File: src/rtl/mix_columns_seq_if.sv
// Handshake and data bundle for the iterative MixColumns engine.
// The master side feeds states in and takes results; the slave side is the engine.
interface mix_columns_seq_if;
  logic         in_valid;
  logic         in_ready;
  logic         in_inv;
  logic [127:0] state_in;
  logic         out_valid;
  logic         out_ready;
  logic [127:0] state_out;
  logic         busy;

  modport master (
    output in_valid, in_inv, state_in, out_ready,
    input  in_ready, out_valid, state_out, busy
  );

  modport slave (
    input  in_valid, in_inv, state_in, out_ready,
    output in_ready, out_valid, state_out, busy
  );
endinterface

File: src/rtl/mix_columns_seq.sv
// Iterative AES MixColumns, COLS_PER_CYCLE columns per clock, valid/ready on both sides.
// Define MIXCOL_INV_EN to build the inverse datapath; otherwise in_inv is ignored.
//
// state  | meaning
// IDLE   | waiting for an input state, in_ready=1
// BUSY   | transforming columns in place, one group per clock
// DONE   | result held on state_out until out_ready; may accept the next input
module mix_columns_seq #(
  parameter int COLS_PER_CYCLE = 1
) (
  input  logic             clk,
  input  logic             rst_n,
  mix_columns_seq_if.slave bus
);

  localparam int         NCYC     = 4 / COLS_PER_CYCLE;
  localparam logic [1:0] LAST_CNT = 2'(NCYC - 1);

  generate
    if (!(COLS_PER_CYCLE == 1 || COLS_PER_CYCLE == 2 || COLS_PER_CYCLE == 4)) begin : g_bad_cols
      $error("mix_columns_seq: COLS_PER_CYCLE must be 1, 2 or 4");
    end
  endgenerate

  typedef enum logic [1:0] {
    S_IDLE = 2'd0,
    S_BUSY = 2'd1,
    S_DONE = 2'd2
  } state_t;

  state_t       r_state;
  state_t       w_next;
  logic [127:0] r_work;
  logic [127:0] w_work_next;
  logic [1:0]   r_cnt;
  logic         w_in_ready;
  logic         w_accept;
`ifdef MIXCOL_INV_EN
  logic         r_inv;
`endif

  function automatic logic [7:0] xtime(input logic [7:0] a);
    return {a[6:0], 1'b0} ^ (a[7] ? 8'h1b : 8'h00);
  endfunction

  function automatic logic [31:0] mix_fwd(input logic [31:0] col);
    logic [7:0] a [4];
    logic [31:0] res;
    res = '0;
    for (int r = 0; r < 4; r++) a[r] = col[31-8*r -: 8];
    for (int r = 0; r < 4; r++) begin
      res[31-8*r -: 8] = xtime(a[r]) ^ xtime(a[(r+1)%4]) ^ a[(r+1)%4]
                         ^ a[(r+2)%4] ^ a[(r+3)%4];
    end
    return res;
  endfunction

`ifdef MIXCOL_INV_EN
  function automatic logic [31:0] mix_inv(input logic [31:0] col);
    logic [7:0] a  [4];
    logic [7:0] m2 [4];
    logic [7:0] m4 [4];
    logic [7:0] m8 [4];
    logic [31:0] res;
    res = '0;
    for (int r = 0; r < 4; r++) begin
      a[r]  = col[31-8*r -: 8];
      m2[r] = xtime(a[r]);
      m4[r] = xtime(m2[r]);
      m8[r] = xtime(m4[r]);
    end
    // 0E = 8^4^2, 0B = 8^2^1, 0D = 8^4^1, 09 = 8^1
    for (int r = 0; r < 4; r++) begin
      res[31-8*r -: 8] = (m8[r] ^ m4[r] ^ m2[r])
                       ^ (m8[(r+1)%4] ^ m2[(r+1)%4] ^ a[(r+1)%4])
                       ^ (m8[(r+2)%4] ^ m4[(r+2)%4] ^ a[(r+2)%4])
                       ^ (m8[(r+3)%4] ^ a[(r+3)%4]);
    end
    return res;
  endfunction
`endif

  always_ff @(posedge clk or negedge rst_n) begin
    if (!rst_n) r_state <= S_IDLE;
    else        r_state <= w_next;
  end

  always_comb begin
    w_next = r_state;
    unique case (r_state)
      S_IDLE: if (bus.in_valid) w_next = S_BUSY;
      S_BUSY: if (r_cnt == LAST_CNT) w_next = S_DONE;
      S_DONE: if (bus.out_ready) w_next = bus.in_valid ? S_BUSY : S_IDLE;
      default: w_next = S_IDLE;
    endcase
  end

  always_comb begin
    w_in_ready    = 1'b0;
    bus.out_valid = 1'b0;
    bus.busy      = 1'b0;
    bus.state_out = '0;
    unique case (r_state)
      S_IDLE: w_in_ready = 1'b1;
      S_BUSY: bus.busy = 1'b1;
      S_DONE: begin
        bus.out_valid = 1'b1;
        bus.state_out = r_work;
        w_in_ready    = bus.out_ready;
      end
      default: w_in_ready = 1'b0;
    endcase
  end

  assign bus.in_ready = w_in_ready;
  assign w_accept     = bus.in_valid & w_in_ready;

  // Column c belongs to group c/COLS_PER_CYCLE, transformed when the counter reaches it.
  always_comb begin
    w_work_next = r_work;
    for (int c = 0; c < 4; c++) begin
      if (r_cnt == 2'(c / COLS_PER_CYCLE)) begin
`ifdef MIXCOL_INV_EN
        w_work_next[127-32*c -: 32] = r_inv ? mix_inv(r_work[127-32*c -: 32])
                                            : mix_fwd(r_work[127-32*c -: 32]);
`else
        w_work_next[127-32*c -: 32] = mix_fwd(r_work[127-32*c -: 32]);
`endif
      end
    end
  end

  always_ff @(posedge clk or negedge rst_n) begin
    if (!rst_n) begin
      r_work <= '0;
      r_cnt  <= '0;
`ifdef MIXCOL_INV_EN
      r_inv  <= 1'b0;
`endif
    end else if (w_accept) begin
      r_work <= bus.state_in;
      r_cnt  <= '0;
`ifdef MIXCOL_INV_EN
      r_inv  <= bus.in_inv;
`endif
    end else if (r_state == S_BUSY) begin
      r_work <= w_work_next;
      r_cnt  <= (r_cnt == LAST_CNT) ? 2'd0 : r_cnt + 2'd1;
    end
  end

endmodule

File: src/flat_wrapper.sv
// flat-port wrapper written by rule: the top's interface ports become plain ports
module mix_columns_seq_flat 
#(
  parameter int COLS_PER_CYCLE = 1
)
  (clk, rst_n, bus_in_valid, bus_in_inv, bus_state_in, bus_out_ready, bus_in_ready, bus_out_valid, bus_state_out, bus_busy);
  mix_columns_seq_if bus_i ();
  input  logic clk;
  input  logic rst_n;
  input wire logic [$bits(bus_i.in_valid)-1:0] bus_in_valid;
  input wire logic [$bits(bus_i.in_inv)-1:0] bus_in_inv;
  input wire logic [$bits(bus_i.state_in)-1:0] bus_state_in;
  input wire logic [$bits(bus_i.out_ready)-1:0] bus_out_ready;
  output wire logic [$bits(bus_i.in_ready)-1:0] bus_in_ready;
  output wire logic [$bits(bus_i.out_valid)-1:0] bus_out_valid;
  output wire logic [$bits(bus_i.state_out)-1:0] bus_state_out;
  output wire logic [$bits(bus_i.busy)-1:0] bus_busy;
  assign bus_i.in_valid = bus_in_valid;
  assign bus_i.in_inv = bus_in_inv;
  assign bus_i.state_in = bus_state_in;
  assign bus_i.out_ready = bus_out_ready;
  assign bus_in_ready = bus_i.in_ready;
  assign bus_out_valid = bus_i.out_valid;
  assign bus_state_out = bus_i.state_out;
  assign bus_busy = bus_i.busy;
  mix_columns_seq #(.COLS_PER_CYCLE(COLS_PER_CYCLE)) u_core (.clk(clk), .rst_n(rst_n), .bus(bus_i));
endmodule
File: config.mk
export PLATFORM = sky130hd
export DESIGN_NAME = mix_columns_seq_flat
export DESIGN_NICKNAME = d
export VERILOG_FILES = /design/src/rtl/mix_columns_seq_if.sv /design/src/rtl/mix_columns_seq.sv /design/src/flat_wrapper.sv
export SDC_FILE = /design/constraint.sdc
export NUM_CORES = 1
export LEC_CHECK = 0
export ABC_AREA = 0
export CAP_MARGIN = 20
export CORE_AREA = 2 2 161 163
export DETAILED_ROUTE_END_ITERATION = 16
export DIE_AREA = 0 0 163 165
export PLACE_DENSITY = 0.78
export SETUP_SLACK_MARGIN = 0.1
export SLEW_MARGIN = 20
export SYNTH_ARGS = -nofsm -noshare
export SYNTH_HDL_FRONTEND = slang
export SYNTH_SLANG_ARGS = --single-unit
File: constraint.sdc
create_clock -name clk -period 1.6 [get_ports clk]
set_input_delay 0.32 -clock clk [delete_from_list [all_inputs] [get_ports clk]]
set_output_delay 0.32 -clock clk [all_outputs]
set_load 0.02 [all_outputs]
==> flow_summary.json, run 1 <==
{
  "fp.dieW_um": 163,
  "core_um2": 25000,
  "synth.distinct_cells": 34,
  "gr-usage-all-layers": 0.268,
  "tns_ns": -65.10,
  "ff2ff_path_depth": 8,
  "rsz0062_at_grt": "yes",
  "start_kind": "flop",
  "synth_area_per_cell_um2": 9.62,
  "ys_top_cells_by_area": "dfrtp_1, xnor2_1, xnor3_1",
  "globalplace.congestion": 0.894,
  "clk_pin_slew_worst_paths_ns": 0.06,
  "cp.required_ns": 1.28,
  "placed_area_um2": 16700,
  "cp.depth": 4,
  "grtUsageMet1": 0.352,
  "gr-total-overflow": 0,
  "status": "finished, violations left",
  "worst_ep_arrival_time_ns": 1.63,
  "timing.final.ws_setup_ns": -0.354,
  "cp_slowest_cell": "dfrtp_4",
  "cts_made_buffers": 17,
  "vias": 10791,
  "ios": 264,
  "post-dp-hpwl_um": 27000,
  "worst-path-buf-inv": 3,
  "drive_gt1_frac": 0.324,
  "power.density_nw_per_um2": 3010,
  "layout_common_cells": "buf_4, xnor2_1, clkdlybuf4s50_1, dfrtp_1, nand2_1",
  "clock_path_buffers": 2,
  "finalCriticalPeriod_ns": 1.95,
  "wl_um": 40800,
  "initial_core_util": 0.466,
  "grt_pass1_wl_um": 56400,
  "hold_viol_final": 0,
  "synth_top_area_share": 0.283,
  "htreeDepth": 4,
  "cts_root_buf": "clkbuf_16",
  "tritoncts": "done",
  "wl_per_cell_um": 20.1,
  "fin_util": 0.706,
  "synth_top_family_by_area": "XOR/XNOR gates",
  "fin_skew_ns": 0.0147,
  "crit_family": "flip-flops",
  "setup_viol": 260,
  "p_leak_nw": 8.61,
  "first_pass_iters": 8,
  "met3_usage": 0.0520,
  "crit_fanout": 15,
  "ir_drop_mv": 1.40,
  "drc": 0,
  "synth_fa_ha_area_frac": 0.00429,
  "crit_type": "flop to output pin",
  "pre_cts_ws_ns": -0.352,
  "relSlewSlack": 0.629,
  "yosys.area.top_type": "dfrtp_1",
  "cap_viol_max_count": 0,
  "final_area_um2": 17700,
  "period_share": 1.22,
  "clkLatencyLatePin_ns": 0.42,
  "dp.cells": 1960,
  "synth_compound_area_frac": 0.0705,
  "fin_cells": 2024,
  "busiest_layer": "met2",
  "violations": "setup timing",
  "grt_use_met2": 0.455,
  "syn-cell-area_um2": 11700,
  "hold_path.class": "input pin to asynchronous set/reset pin",
  "setup.worst_path.end_class": "output pin",
  "final_max_slew_viol_count": 0,
  "synthSimpleGateAreaFrac": 0.160,
  "worstPathCellList": "buf_6 > buf_16 > and3_1 > buf_2",
  "max_stage_delay_ns": 0.54,
  "ys_seq_elements": 132,
  "synth_nets": 1350,
  "max_freq_ghz": 0.512,
  "io_buffers": 262,
  "detail_route.vias_per_cell": 5.33,
  "layout_commonest_cell": "buf_4",
  "dieArea_um2": 26900,
  "synthMuxAreaShare": 0.0626,
  "clock-sinks": 132,
  "synth_cells": 1213,
  "ant_nets": 0,
  "grt_pass1_vias": 10597,
  "die_h_um": 165,
  "fin_nets": 1818,
  "yosys.area_share.xor_xnor": 0.374,
  "yosysWarnings": 0,
  "drtIter0Drc": 768,
  "rows": 58,
  "worst_pin_slew_ns": 0.553,
  "antenna_found_initial": 1,
  "seq_area_frac_synth": 0.283,
  "grt_max_degree": 60,
  "areaGrowthSynthToFinish_pct": 51.6
}
==> synth_stat cells <==
cell / count
xnor3_1: 50
nand2_1: 106
ha_1: 4
clkbuf_1: 50
a31oi_1: 53
o22a_1: 2
xnor2_4: 4
and3_1: 115
o21ai_0: 62
nand3b_1: 4
nand2b_1: 1
o211ai_2: 1
xor2_1: 81
clkbuf_4: 1
o31ai_1: 1
xnor2_1: 218
xor2_2: 1
mux2i_1: 73
o21ai_1: 14
buf_4: 6
a21oi_1: 13
clkbuf_2: 3
buf_2: 27
xor3_1: 11
buf_6: 7
nor3_1: 14
inv_1: 15
and2_1: 49
xnor2_2: 14
dfrtp_1: 132
o21a_1: 1
nor2_1: 59
and2_0: 18
inv_2: 3
==> path summary, 6_finish.rpt <==
| path | start | endpoint | slack (ns) |
|---|---|---|---|
| worst max register to register | u_core.r_state[1]$_DFFE_PN0P_ | u_core.r_work[86]$_DFFE_PN0P_ | -0.31 |
| min in group clk | bus_state_in[79] | u_core.r_work[79]$_DFFE_PN0P_ | 0.47 |
| max in group asynchronous | rst_n | u_core.r_work[48]$_DFFE_PN0P_ | 0.68 |
| worst min register to register | u_core.r_work[10]$_DFFE_PN0P_ | u_core.r_work[10]$_DFFE_PN0P_ | 0.61 |
| worst max-delay path | u_core.r_state[1]$_DFFE_PN0P_ | bus_state_out[33] | -0.35 |
| worst min-delay path | rst_n | u_core.r_work[116]$_DFFE_PN0P_ | 0.34 |
==> sequential cells by signal, summed over array words and instances (netlist names) <==
register        cells
u_core.r_work     128
u_core.r_cnt        2
u_core.r_state      2
==> per-layer routing <==
| layer | part of all wire | up-vias |
|---|---|---|
| met5 | 0.00039 | - |
| met4 | 0.024 | 2 |
| met3 | 0.073 | 70 |
| met2 | 0.50 | 489 |
| met1 | 0.40 | 5225 |
| li1 | - | 5005 |
==> power by group <==
part	switching, W	internal [W]	total, W
sequential	0.00179	0.00521	0.00700
clock	0.00164	0.00292	0.00456
combinational	0.0187	0.0230	0.0417
==> what timing repair did <==
| action | CTS | global route |
|---|---|---|
| endpoints found under the setup margin | 260 | 262 |
| pin swaps | 3 | 9 |
| buffers inserted | 1 | 8 |
| gates cloned | 0 | 22 |
| resized for setup | 268 | 355 |
| hold buffers | 1 | 0 |
| endpoints found under the hold margin | 21 | 0 |
==> cells by family after synthesis <==
kind of cell               Yosys count
buffers and inverters              112
xor gates and xnor gates           379
AOI/OAI and AO/OA                  147
and+or+nand+nor                    366
DFF                                132
adders and majority gates            4
muxes                               73
==> per-stage QoR <==
step                      hold slack [ns]  total power, W
final                               0.343          0.0533
after global placement              0.218          0.0452
after global routing                0.355          0.0566
after CTS                           0.342          0.0510
after floorplan                    0.0244          0.0345
after detailed placement            0.218          0.0462
==> layout make-up <==
| class | count | area [um2] |
|---|---|---|
| multi-input combinational | 969 | 8230 |
| fill | 1837 | 7350 |
| timing repair buffer | 542 | 4970 |
| sequential | 132 | 3310 |
| clock buffer | 18 | 429 |
| tap | 330 | 413 |
| clock inverter | 13 | 231 |
| inverter | 18 | 87.6 |
| timing repair inverter | 1 | 8.76 |
| antenna | 1 | 2.50 |
Note: power is estimated with default switching activity, not from simulation.
==> inputs of run 2 (changes only) <==
--- a/config.mk
+++ b/config.mk
@@ -10,7 +10,7 @@
 export CORE_AREA = 2 2 161 163
 export DETAILED_ROUTE_END_ITERATION = 16
 export DIE_AREA = 0 0 163 165
-export PLACE_DENSITY = 0.78
+export PLACE_DENSITY = 0.77
 export SETUP_SLACK_MARGIN = 0.1
 export SLEW_MARGIN = 20
 export SYNTH_ARGS = -nofsm -noshare
==> flow_summary.json, run 2 (synthesis gave the netlist of run 1 again) <==
{
  "fin_nets": 1840,
  "hold_path.class": "input pin to asynchronous set/reset pin",
  "first_pass_iters": 5,
  "clock_path_buffers": 2,
  "vias": 10972,
  "detail_route.vias_per_cell": 5.36,
  "period_share": 1.22,
  "drive_gt1_frac": 0.352,
  "fin_util": 0.739,
  "fin_skew_ns": 0.0140,
  "areaGrowthSynthToFinish_pct": 58.5,
  "gr-usage-all-layers": 0.275,
  "clkLatencyLatePin_ns": 0.43,
  "initial_core_util": 0.466,
  "antenna_found_initial": 1,
  "final_max_slew_viol_count": 0,
  "power.density_nw_per_um2": 2940,
  "largest_reg_flops": 128,
  "globalplace.congestion": 0.893,
  "grt_max_degree": 48,
  "p_leak_nw": 8.89,
  "violations": "setup timing",
  "start_kind": "flop",
  "ant_nets": 0,
  "cap_viol_max_count": 0,
  "dieArea_um2": 26900,
  "cp.required_ns": 1.28,
  "post-dp-hpwl_um": 26800,
  "grt_pass1_vias": 10763,
  "wl_per_cell_um": 20.4,
  "fp.dieW_um": 163,
  "worst_pin_slew_ns": 0.499,
  "drtIter0Drc": 898,
  "wl_um": 41700,
  "hold_viol_final": 0,
  "core_um2": 25000,
  "drc": 0,
  "rows": 58,
  "layout_commonest_cell": "buf_4",
  "top_register": "u_core.r_work",
  "ir_drop_mv": 1.35,
  "max_freq_ghz": 0.513,
  "crit_type": "flop to output pin",
  "tritoncts": "done",
  "finalCriticalPeriod_ns": 1.95,
  "die_h_um": 165,
  "timing.final.ws_setup_ns": -0.350,
  "cts_root_buf": "clkbuf_16",
  "gr-total-overflow": 0,
  "htreeDepth": 4,
  "largest_registers": "u_core.r_work (128), u_core.r_cnt (2), u_core.r_state (2)",
  "setup.worst_path.end_class": "output pin",
  "io_buffers": 262,
  "relSlewSlack": 0.665,
  "cts_made_buffers": 17,
  "layout_common_cells": "buf_4, xnor2_1, clkdlybuf4s50_1, dfrtp_1, buf_6",
  "clk_pin_slew_worst_paths_ns": 0.07,
  "tns_ns": -64.01,
  "status": "finished, violations left",
  "crit_fanout": 9,
  "rsz0062_at_grt": "yes",
  "clock-sinks": 132,
  "setup_viol": 260,
  "worst_ep_arrival_time_ns": 1.63,
  "grt_pass1_wl_um": 57600,
  "ios": 264
}
run 2: what timing repair did:
action,4_1_cts,5_1_grt
gates cloned,3,21
setup buffers,3,25
pin swaps,8,34
hold buffers,1,0
resized for setup,618,223
endpoints found under the hold margin,35,0
endpoints found under the setup margin,260,261
run 2: path summary, 6_finish.rpt:
kind / start / endpoint / slack [ns] / depth (start not counted)
max: u_core.r_state[1]$_DFFE_PN0P_ / bus_state_out[58] / -0.35 / 4
min reg2reg: u_core.r_work[61]$_DFFE_PN0P_ / u_core.r_work[61]$_DFFE_PN0P_ / 0.61 / 2
min in group clk: bus_state_in[53] / u_core.r_work[53]$_DFFE_PN0P_ / 0.46 / 3
max in group asynchronous: rst_n / u_core.r_work[58]$_DFFE_PN0P_ / 0.62 / 3
min: rst_n / u_core.r_work[124]$_DFFE_PN0P_ / 0.40 / 2
max reg2reg: u_core.r_state[1]$_DFFE_PN0P_ / u_core.r_work[122]$_DFFE_PN0P_ / -0.31 / 8
run 2: report_power, final:
group	total, W	internal [W]	switching, W	leakage, nW
registers	0.00701	0.00520	0.00181	1.54
logic	0.0431	0.0239	0.0191	7.08
clock network	0.00425	0.00253	0.00172	0.283
total	0.0543	0.0317	0.0227	8.89
run 2: worst max-delay path, cell delays in order, from the launching register on:
cell and delay [ns]:
dfrtp_4 0.53, buf_12 0.18, clkbuf_16 0.17, and3_1 0.16, buf_2 0.15
run 2: final cells by class:
type                            instances  area (um2)
Timing Repair Buffer                  563        5660
Inverter                               18         101
Tap cell                              330         413
Timing Repair inverter                  2        22.5
Antenna cell                            1        2.50
Sequential cell                       132        3310
Clock buffer                           19         453
Fill cell                            1683        6550
Clock inverter                         12         155
Multi-Input combinational cell        969        8370
run 2: metrics by stage:
step | area, um2 | power, W | setup WS, ns | instances | hold WS, ns
after global routing | 18500 | 0.0577 | -0.395 | 2046 | 0.423
final | 18500 | 0.0543 | -0.350 | 2046 | 0.400
after global placement | 16800 | 0.0453 | -0.345 | 1962 | 0.288
after detailed placement | 16800 | 0.0462 | -0.372 | 1962 | 0.288
after floorplan | 12000 | 0.0345 | 0.0214 | 1213 | 0.0244
after CTS | 17300 | 0.0512 | -0.367 | 2000 | 0.399
run 2: per-layer routing:
layer	up-vias	track usage	wire (um)
met4	0	0.0692	727
met3	56	0.0505	2610
met5	-	0	0
met1	5457	0.354	17200
li1	5045	-	-
met2	414	0.477	21100
